**src/rtl/cordic_pkg.sv**
```systemverilog
// Shared types and defaults for the CORDIC request arbiter.
package cordic_pkg;

    localparam int ARG_WIDTH_DEF = 24;
    localparam int TIMEOUT_DEF   = 63;

    typedef enum logic [2:0] {
        IDLE,
        LOAD,
        RELEASE,
        WAIT,
        RESP
    } state_t;

endpackage

```
**src/rtl/rr_picker.sv**
```systemverilog
// Round-robin picker: first set request at or after ptr, wrapping.
module rr_picker #(
    parameter int N = 4
) (
    input  logic [N-1:0]         req,
    input  logic [$clog2(N)-1:0] ptr,
    output logic [N-1:0]         grant
);

    localparam int PW = $clog2(N);

    always_comb begin : pick
        int   s;
        logic found;
        grant = '0;
        found = 1'b0;
        s     = 0;
        for (int i = 0; i < N; i++) begin
            s = int'(ptr) + i;
            if (s >= N) s = s - N;
            if (!found && req[s[PW-1:0]]) begin
                grant[s[PW-1:0]] = 1'b1;
                found            = 1'b1;
            end
        end
    end

endmodule

```
**src/rtl/cordic_arbiter.sv**
```systemverilog
// Shares one CORDIC unit among N_REQ requesters, one transaction at a time.
module cordic_arbiter
    import cordic_pkg::*;
#(
    parameter int N_REQ     = 4,
    parameter int ARG_WIDTH = ARG_WIDTH_DEF,
    parameter int TIMEOUT   = TIMEOUT_DEF
) (
    input  logic                       clk,
    input  logic                       rst,
    input  logic [N_REQ-1:0]           req_valid,
    input  logic [N_REQ*ARG_WIDTH-1:0] req_angle,
    output logic [N_REQ-1:0]           req_ready,
    output logic                       resp_valid,
    input  logic                       resp_ready,
    output logic [$clog2(N_REQ)-1:0]   resp_id,
    output logic [ARG_WIDTH-1:0]       resp_x,
    output logic [ARG_WIDTH-1:0]       resp_y,
    output logic                       resp_err,
    output logic                       cordic_load,
    output logic [ARG_WIDTH-1:0]       cordic_angle,
    input  logic [ARG_WIDTH-1:0]       cordic_x,
    input  logic [ARG_WIDTH-1:0]       cordic_y,
    input  logic                       cordic_done
);

    localparam int IW = $clog2(N_REQ);
    localparam int CW = $clog2(TIMEOUT + 2);

    state_t               state;
    logic [IW-1:0]        prio_ptr;
    logic [CW-1:0]        wait_cnt;
    logic [N_REQ-1:0]     grant;
    logic [N_REQ-1:0]     hs;
    logic [IW-1:0]        hs_id;
    logic [IW-1:0]        next_ptr;
    logic [ARG_WIDTH-1:0] hs_angle;

    rr_picker #(.N(N_REQ)) u_pick (
        .req   (req_valid),
        .ptr   (prio_ptr),
        .grant (grant)
    );

    // req_ready is a registered offer; the transfer is the valid&ready cycle
    always_comb begin
        hs       = req_valid & req_ready;
        hs_id    = '0;
        hs_angle = '0;
        for (int k = 0; k < N_REQ; k++) begin
            if (hs[k]) begin
                hs_id    = IW'(k);
                hs_angle = req_angle[k*ARG_WIDTH +: ARG_WIDTH];
            end
        end
        next_ptr = (hs_id == IW'(N_REQ - 1)) ? '0 : hs_id + 1'b1;
    end

    always_ff @(posedge clk or negedge rst) begin
        if (!rst) begin
            state        <= IDLE;
            prio_ptr     <= '0;
            wait_cnt     <= '0;
            req_ready    <= '0;
            resp_valid   <= 1'b0;
            resp_err     <= 1'b0;
            resp_id      <= '0;
            resp_x       <= '0;
            resp_y       <= '0;
            cordic_load  <= 1'b0;
            cordic_angle <= '0;
        end else begin
            req_ready <= '0;
            unique case (state)
                IDLE: begin
                    if (|hs) begin
                        resp_id      <= hs_id;
                        cordic_angle <= hs_angle;
                        prio_ptr     <= next_ptr;
                        cordic_load  <= 1'b1;
                        state        <= LOAD;
                    end else begin
                        req_ready <= grant;
                    end
                end
                LOAD: begin
                    cordic_load <= 1'b0;
                    state       <= RELEASE;
                end
                RELEASE: begin
                    wait_cnt <= '0;
                    state    <= WAIT;
                end
                WAIT: begin
                    if (cordic_done) begin
                        resp_x     <= cordic_x;
                        resp_y     <= cordic_y;
                        resp_err   <= 1'b0;
                        resp_valid <= 1'b1;
                        state      <= RESP;
                    end else if (wait_cnt == CW'(TIMEOUT)) begin
                        resp_x     <= '0;
                        resp_y     <= '0;
                        resp_err   <= 1'b1;
                        resp_valid <= 1'b1;
                        state      <= RESP;
                    end else begin
                        wait_cnt <= wait_cnt + 1'b1;
                    end
                end
                RESP: begin
                    if (resp_ready) begin
                        resp_valid <= 1'b0;
                        state      <= IDLE;
                    end
                end
                default: state <= IDLE;
            endcase
        end
    end

endmodule

```
**config.mk**
```make
export PLATFORM = sky130hd
export DESIGN_NAME = cordic_arbiter
export DESIGN_NICKNAME = d
export VERILOG_FILES = /design/src/rtl/cordic_pkg.sv /design/src/rtl/rr_picker.sv /design/src/rtl/cordic_arbiter.sv
export SDC_FILE = /design/constraint.sdc
export NUM_CORES = 1
export LEC_CHECK = 0
export ABC_AREA = 1
export BUFFER_PORTS_ARGS = -buffer_cell sky130_fd_sc_hd__buf_2
export CORE_MARGIN = 3
export CORE_UTILIZATION = 38
export DETAILED_ROUTE_END_ITERATION = 16
export PLACE_DENSITY = 0.73
export SLEW_MARGIN = 20
export SYNTH_ARGS = -nofsm -noshare
export SYNTH_HDL_FRONTEND = slang
export SYNTH_SLANG_ARGS = --single-unit
```
**constraint.sdc**
```tcl
create_clock -name clk -period 2.5 [get_ports clk]
set_input_delay 0.375 -clock clk [delete_from_list [all_inputs] [get_ports clk]]
set_output_delay 0.375 -clock clk [all_outputs]
set_load 0.02 [all_outputs]
```
* Word level (Yosys, flattened, before mapping)
Index checks and enable logic that the tools add are counted.
** Word-level totals
- Flip-flop bits (word level) :: 93
- Input port bits :: 152
- Output and inout port bits :: 81
- Word-level logic and storage cells :: 124
** Cells by class
- $add $sub $neg :: 9
- Magnitude comparators :: 12
- Equality and inequality tests :: 11
- Muxes and demuxes :: 55
- Bitwise operators :: 4
- Reduce and logical (&&, ||, !) cells :: 22
** Operator list (number)
- 24-bit 2-to-1 mux :: 7
- 4-bit 2-to-1 mux :: 6
- 1-bit 2-to-1 mux :: 17
- 3-bit case mux with 5 select lines :: 1
- 2-bit 2-to-1 mux :: 7
- 7-bit 2-to-1 mux :: 2
- 7-bit case mux with 2 select lines :: 1
- 2-bit by 3-bit less-than comparator with 1-bit output, second input constant :: 4
- 3-bit 2-to-1 mux :: 4
- 4-bit OR :: 3
- 3-bit >= comparator, second input constant :: 3
- 3-bit AND reduction :: 3
- 1-bit binary-select mux with 2-bit select :: 4
- 1-bit demux with 2-bit select :: 4
- 2-bit by 1-bit >= comparator with 1-bit output, second input constant :: 4
- 2-bit != test, second input constant :: 4
- 2-bit nonzero test :: 4
- 2-bit by 1-bit subtractor with 2-bit output, second input constant :: 4
- 7-bit by 1-bit adder with 7-bit output, second input constant :: 1
- 7-bit by 6-bit equality test with 1-bit output, second input constant :: 1
- 1-bit logical AND :: 7
- 2-bit by 2-bit adder with 3-bit output, second input constant :: 2
- 3-bit by 2-bit equality test with 1-bit output, second input constant :: 2
- 2-bit AND reduction :: 3
- 12 further kinds :: 15

* Depth between registers and ports, before layout
- Word-level depth :: 16
- Mapped depth :: 11
- Mapped depth without buffers :: 11

* By module
From an unflattened synthesis, not the netlist that was laid out.
** Second synthesis, totals
- Cells, all modules :: 688
- Area, all modules :: 5104.9 sq um
** By module, submodules not included
- cordic_arbiter :: instances 1, cells each 615, area an instance 4708.3 sq um, seq. area each 2327.2 sq um
- rr_picker :: instances 1, cells each 73, area an instance 396.6 sq um, seq. area each 0.0 sq um

* Least setup slack after synthesis
No wires, ideal clock.
- Path kind :: register to register
- From :: reg prio_ptr[1]
- To :: reg req_ready[1]
- Library setup time :: 62 ps
- Data arrival time :: 1605 ps
- Path slack :: 832 ps
- Cell stages (with the launch flop) :: 12
- Path buffers :: 0
- Period minus slack after synthesis :: 1668 ps
- Path through :: dfrtp_1 > inv_1 > ha_1 > inv_1 > nand3_1 > nand2_2 > nand2_4 > nor2_4 > nand2_1 > nand3_1 > nand2_1 > inv_1
** Between the ends
- Cells in the longest elaborated chain, start to end :: 16
- Elaborated cells between the ends (all ways) :: 61
- Classes of those cells :: add/sub: 7; order compare: 12; mux: 29; bitwise: 3; reduce/logical: 10
** RTL lines
- from (decl) :: RTL line cordic_arbiter.sv:31 : logic [IW-1:0] prio_ptr;
- from (signal assigned) :: RTL line cordic_arbiter.sv:79 : prio_ptr <= next_ptr;
- parallel branches: the longest is 13 deep, another holds 2-bit by 1-bit adder with 3-bit output
- 4-bit 2-to-1 mux * :: RTL line rr_picker.sv:21 : if (!found && req[s[PW-1:0]]) begin
- 4-bit 2-to-1 mux * :: RTL line cordic_arbiter.sv:76 : if (|hs) begin
- 4-bit 2-to-1 mux * :: RTL line cordic_arbiter.sv:74 : unique case (state)
- to (signal assigned) :: RTL line cordic_arbiter.sv:83 : req_ready <= grant;
- to (decl) :: RTL line cordic_arbiter.sv:13 : output logic [N_REQ-1:0] req_ready,
Every way passes the cells marked *. The select of a mux whose other input is x is not followed.
A chain may end at the register's enable or synchronous reset.

* Worst setup path after layout
- From :: reg prio_ptr[1]
- To :: reg req_ready[2]
The elaborated chain is that of the path after synthesis.

==> flow_metrics.py <==
metrics = {
    "outcome": {
        "status": "complete, but fails checks",
        "failed_checks": "hold timing",
    },
    "critical_path": {
        "r2r-start": "prio_ptr[1]",
        "worstReg2RegEnd": "req_ready[2]",
        "slowest_delay_ns": 0.52,
        "crit_chain": "inv_1 -> ha_1 -> inv_1 -> nand3_1 -> nand2_2 -> nand2_4 -> nor2_4 -> nand2_1 -> a21oi_1",
        "crit_path_start_kind": "register",
        "path_common_cell": "inv_1",
        "arrival_ns": 2.15,
        "crit_type": "register to register",
        "reg2reg_slack_ns": 0.61,
        "crit_slowest_cell": "dfrtp_1",
        "reg2regPathDepth": 9,
        "crit_path_max_fanout": 8,
        "required_ns": 2.76,
        "critPathCaptureType": "register",
    },
    "floorplan": {
        "die-height_um": 118,
        "row_count": 40,
        "start_util": 0.393,
        "core-area_um2": 12100,
        "die_area_um2": 13900,
        "die_w_um": 118,
        "ios": 233,
    },
    "sta": {
        "slew_viol_final": 0,
        "final.min_clock_period_ns": 1.89,
        "fin_hold_ws_ns": -0.00932,
        "tightestPinTransition_ns": 0.517,
        "tns_ns": 0,
        "slew-limit-headroom": 0.655,
        "finalCritPeriodShare": 0.756,
        "fmax_mhz": 529,
        "skew_ns": 0.00686,
        "rsz0062_at_grt": "no",
        "finalHoldViolCount": 6,
        "finalSetupViolCount": 0,
    },
    "power": {
        "power_leakage_nw": 3.55,
        "p_per_area_nw_per_um2": 1180,
        "peakVddDrop_v": 0.000421,
    },
    "clock_tree": {
        "clock-sinks": 93,
        "clockRootBuffer": "clkbuf_16",
        "cts_hold_buf": 0,
        "numCtsBuffers": 9,
        "cts_resized": 0,
        "cts_tree": "yes",
        "clk_latency_ns": 0.34,
        "cts.clk_slew.worst_paths_ns": 0.07,
        "cts.path.max_buffers": 2,
        "cts.htree.levels": 3,
        "post-cts-setup-buffers": 0,
    },
    "placement": {
        "post-dp-hpwl_um": 11000,
        "io_buffers": 232,
        "dp.cells": 943,
        "gp_congestion": 0.922,
    },
    "global_route": {
        "grt_overflow": 0,
        "grt_pass1_wl_um": 24000,
        "grt_pass1_vias": 4694,
        "grt_max_degree": 58,
        "grt_usage": 0.211,
        "antenna_found_initial": 0,
    },
    "yosys": {
        "synth_top_area_cell": "dfrtp_1",
        "yosysWarnings": 0,
        "synth_cell_types": 30,
        "async_reset_ff_frac": 1.00,
        "synth_area_leaders": "dfrtp_1, nand2_1, a22o_1",
        "ys_seq_area_frac": 0.489,
        "syn_inst": 563,
        "synth_area_um2": 4760,
        "synth.most_common_cell": "nand2_1",
        "syn_avg_cell_area_um2": 8.45,
        "netlist_top_cells_count": "nand2_1, dfrtp_1, nor2_1",
        "ys_seq_elements": 93,
        "synth_edf_count": 0,
        "synth.net_count": 723,
        "synth_flop_cell": "dfrtp_1",
        "synth_top_area_frac": 0.489,
    },
    "finish": {
        "diodes": 0,
        "final_cells": 959,
        "nets": 946,
        "layout-drive-gt1-share": 0.357,
        "syn2layout_area_growth_pct": 33.4,
    },
    "min_path": {
        "min_path_type": "input port to asynchronous set/reset pin",
    },
    "routing": {
        "wl_um": 14900,
        "via_count": 4863,
        "detail_route.wl_per_cell_um": 15.5,
        "viasPerCell": 5.07,
        "first_pass_iters": 5,
        "drtIter0Drc": 350,
        "drc": 0,
        "ant_nets": 0,
    },
    "job": {
        "drv_cap": 0,
    },
}
## critical path, delay by kind of cell (launching register included)
kind,cells,cell delay (ns)
flops,1,0.52
compound gates,1,0.14
simple gates,5,0.46
fa+ha+maj,1,0.37
buf+inv,2,0.33
## state kept, by name, indices dropped and copies added (netlist names)
signal and flops:
wait_cnt 7, state 3, resp_valid 1, cordic_load 1
resp_id 2, resp_err 1, cordic_angle 24, prio_ptr 2
resp_y 24, resp_x 24, req_ready 4
## cells by family (layout without fill, tap and decap cells)
family,count (synthesis),after routing,synth area share
xor+xnor,1,1,0.00184
simple gates,258,258,0.237
fa+ha+maj,8,8,0.0210
compound gates,136,136,0.185
buf+inv,67,295,0.0663
flops,93,93,0.489
## layout make-up
type / instances / area [µm²]
well taps: 168 / 210
inverters: 35 / 134
multi-input cells: 403 / 2120
fillers: 1178 / 5770
repair buffers: 244 / 1270
clock inverters: 7 / 65.1
flip-flops and latches: 93 / 2330
clock buffers: 9 / 225
## worst max path at each step
| stage | start | endpoint | slack [ns] | depth (start not counted) |
|---|---|---|---|---|
| 3_5_place_dp | prio_ptr[1] | req_ready[2] | 0.63 | 9 |
| 5_1_grt | prio_ptr[1] | req_ready[1] | 0.39 | 11 |
| 2_1_floorplan | prio_ptr[1] | req_ready[1] | 0.83 | 11 |
| 4_1_cts | prio_ptr[1] | req_ready[2] | 0.59 | 9 |
| 6_report | prio_ptr[1] | req_ready[2] | 0.61 | 9 |
| 3_3_place_gp | prio_ptr[1] | req_ready[3] | 0.69 | 11 |
## placed cells by master, fill, tap and decap left out, types with 2 or more instances in the layout
master,netlist,layout
dfrtp_1,93,93
nand2_2,5,5
nor3_1,3,3
nor2_1,60,60
buf_4,4,12
inv_8,0,4
nor2_2,3,2
clkinvlp_4,0,2
ha_1,8,8
clkbuf_16,0,9
nand3_4,2,2
inv_2,5,5
o21ai_1,3,3
inv_1,29,29
a21oi_1,53,53
o211ai_1,2,2
o21ai_0,25,25
a22o_1,48,48
nand2_1,127,127
nand2_4,4,4
nor2_4,1,2
buf_2,19,231
nand3_1,52,52
## through the flow
step	power, mW	cell area [µm²]	setup slack, ns	hold WS [ns]	util
after CTS	7.56	6350	0.595	0.00616	0.524
after detailed placement	6.19	6060	0.630	0.374	0.500
final	7.51	6350	0.610	-0.00932	0.524
after floorplan	4.93	4760	0.832	0.0794	-
after global placement	6.13	6060	0.686	0.376	0.500
after global routing	8.03	6350	0.389	0.0156	0.524
## power breakdown
part / switching, mW / internal [mW] / leakage (nW) / total (mW)
Clock: 0.648 / 0.701 / 0.139 / 1.35
Sequential: 0.392 / 2.15 / 1.17 / 2.55
Combinational: 2.33 / 1.29 / 2.25 / 3.62
Total: 3.36 / 4.15 / 3.55 / 7.51
## per-layer routing
layer | track usage | share of wire | vias up
met4 | 0.0527 | 0.014 | 0
met5 | 0 | 0 | -
met2 | 0.366 | 0.51 | 178
li1 | - | - | 2339
met1 | 0.271 | 0.41 | 2328
met3 | 0.0428 | 0.065 | 18
Power figures use the tool's default switching activity.
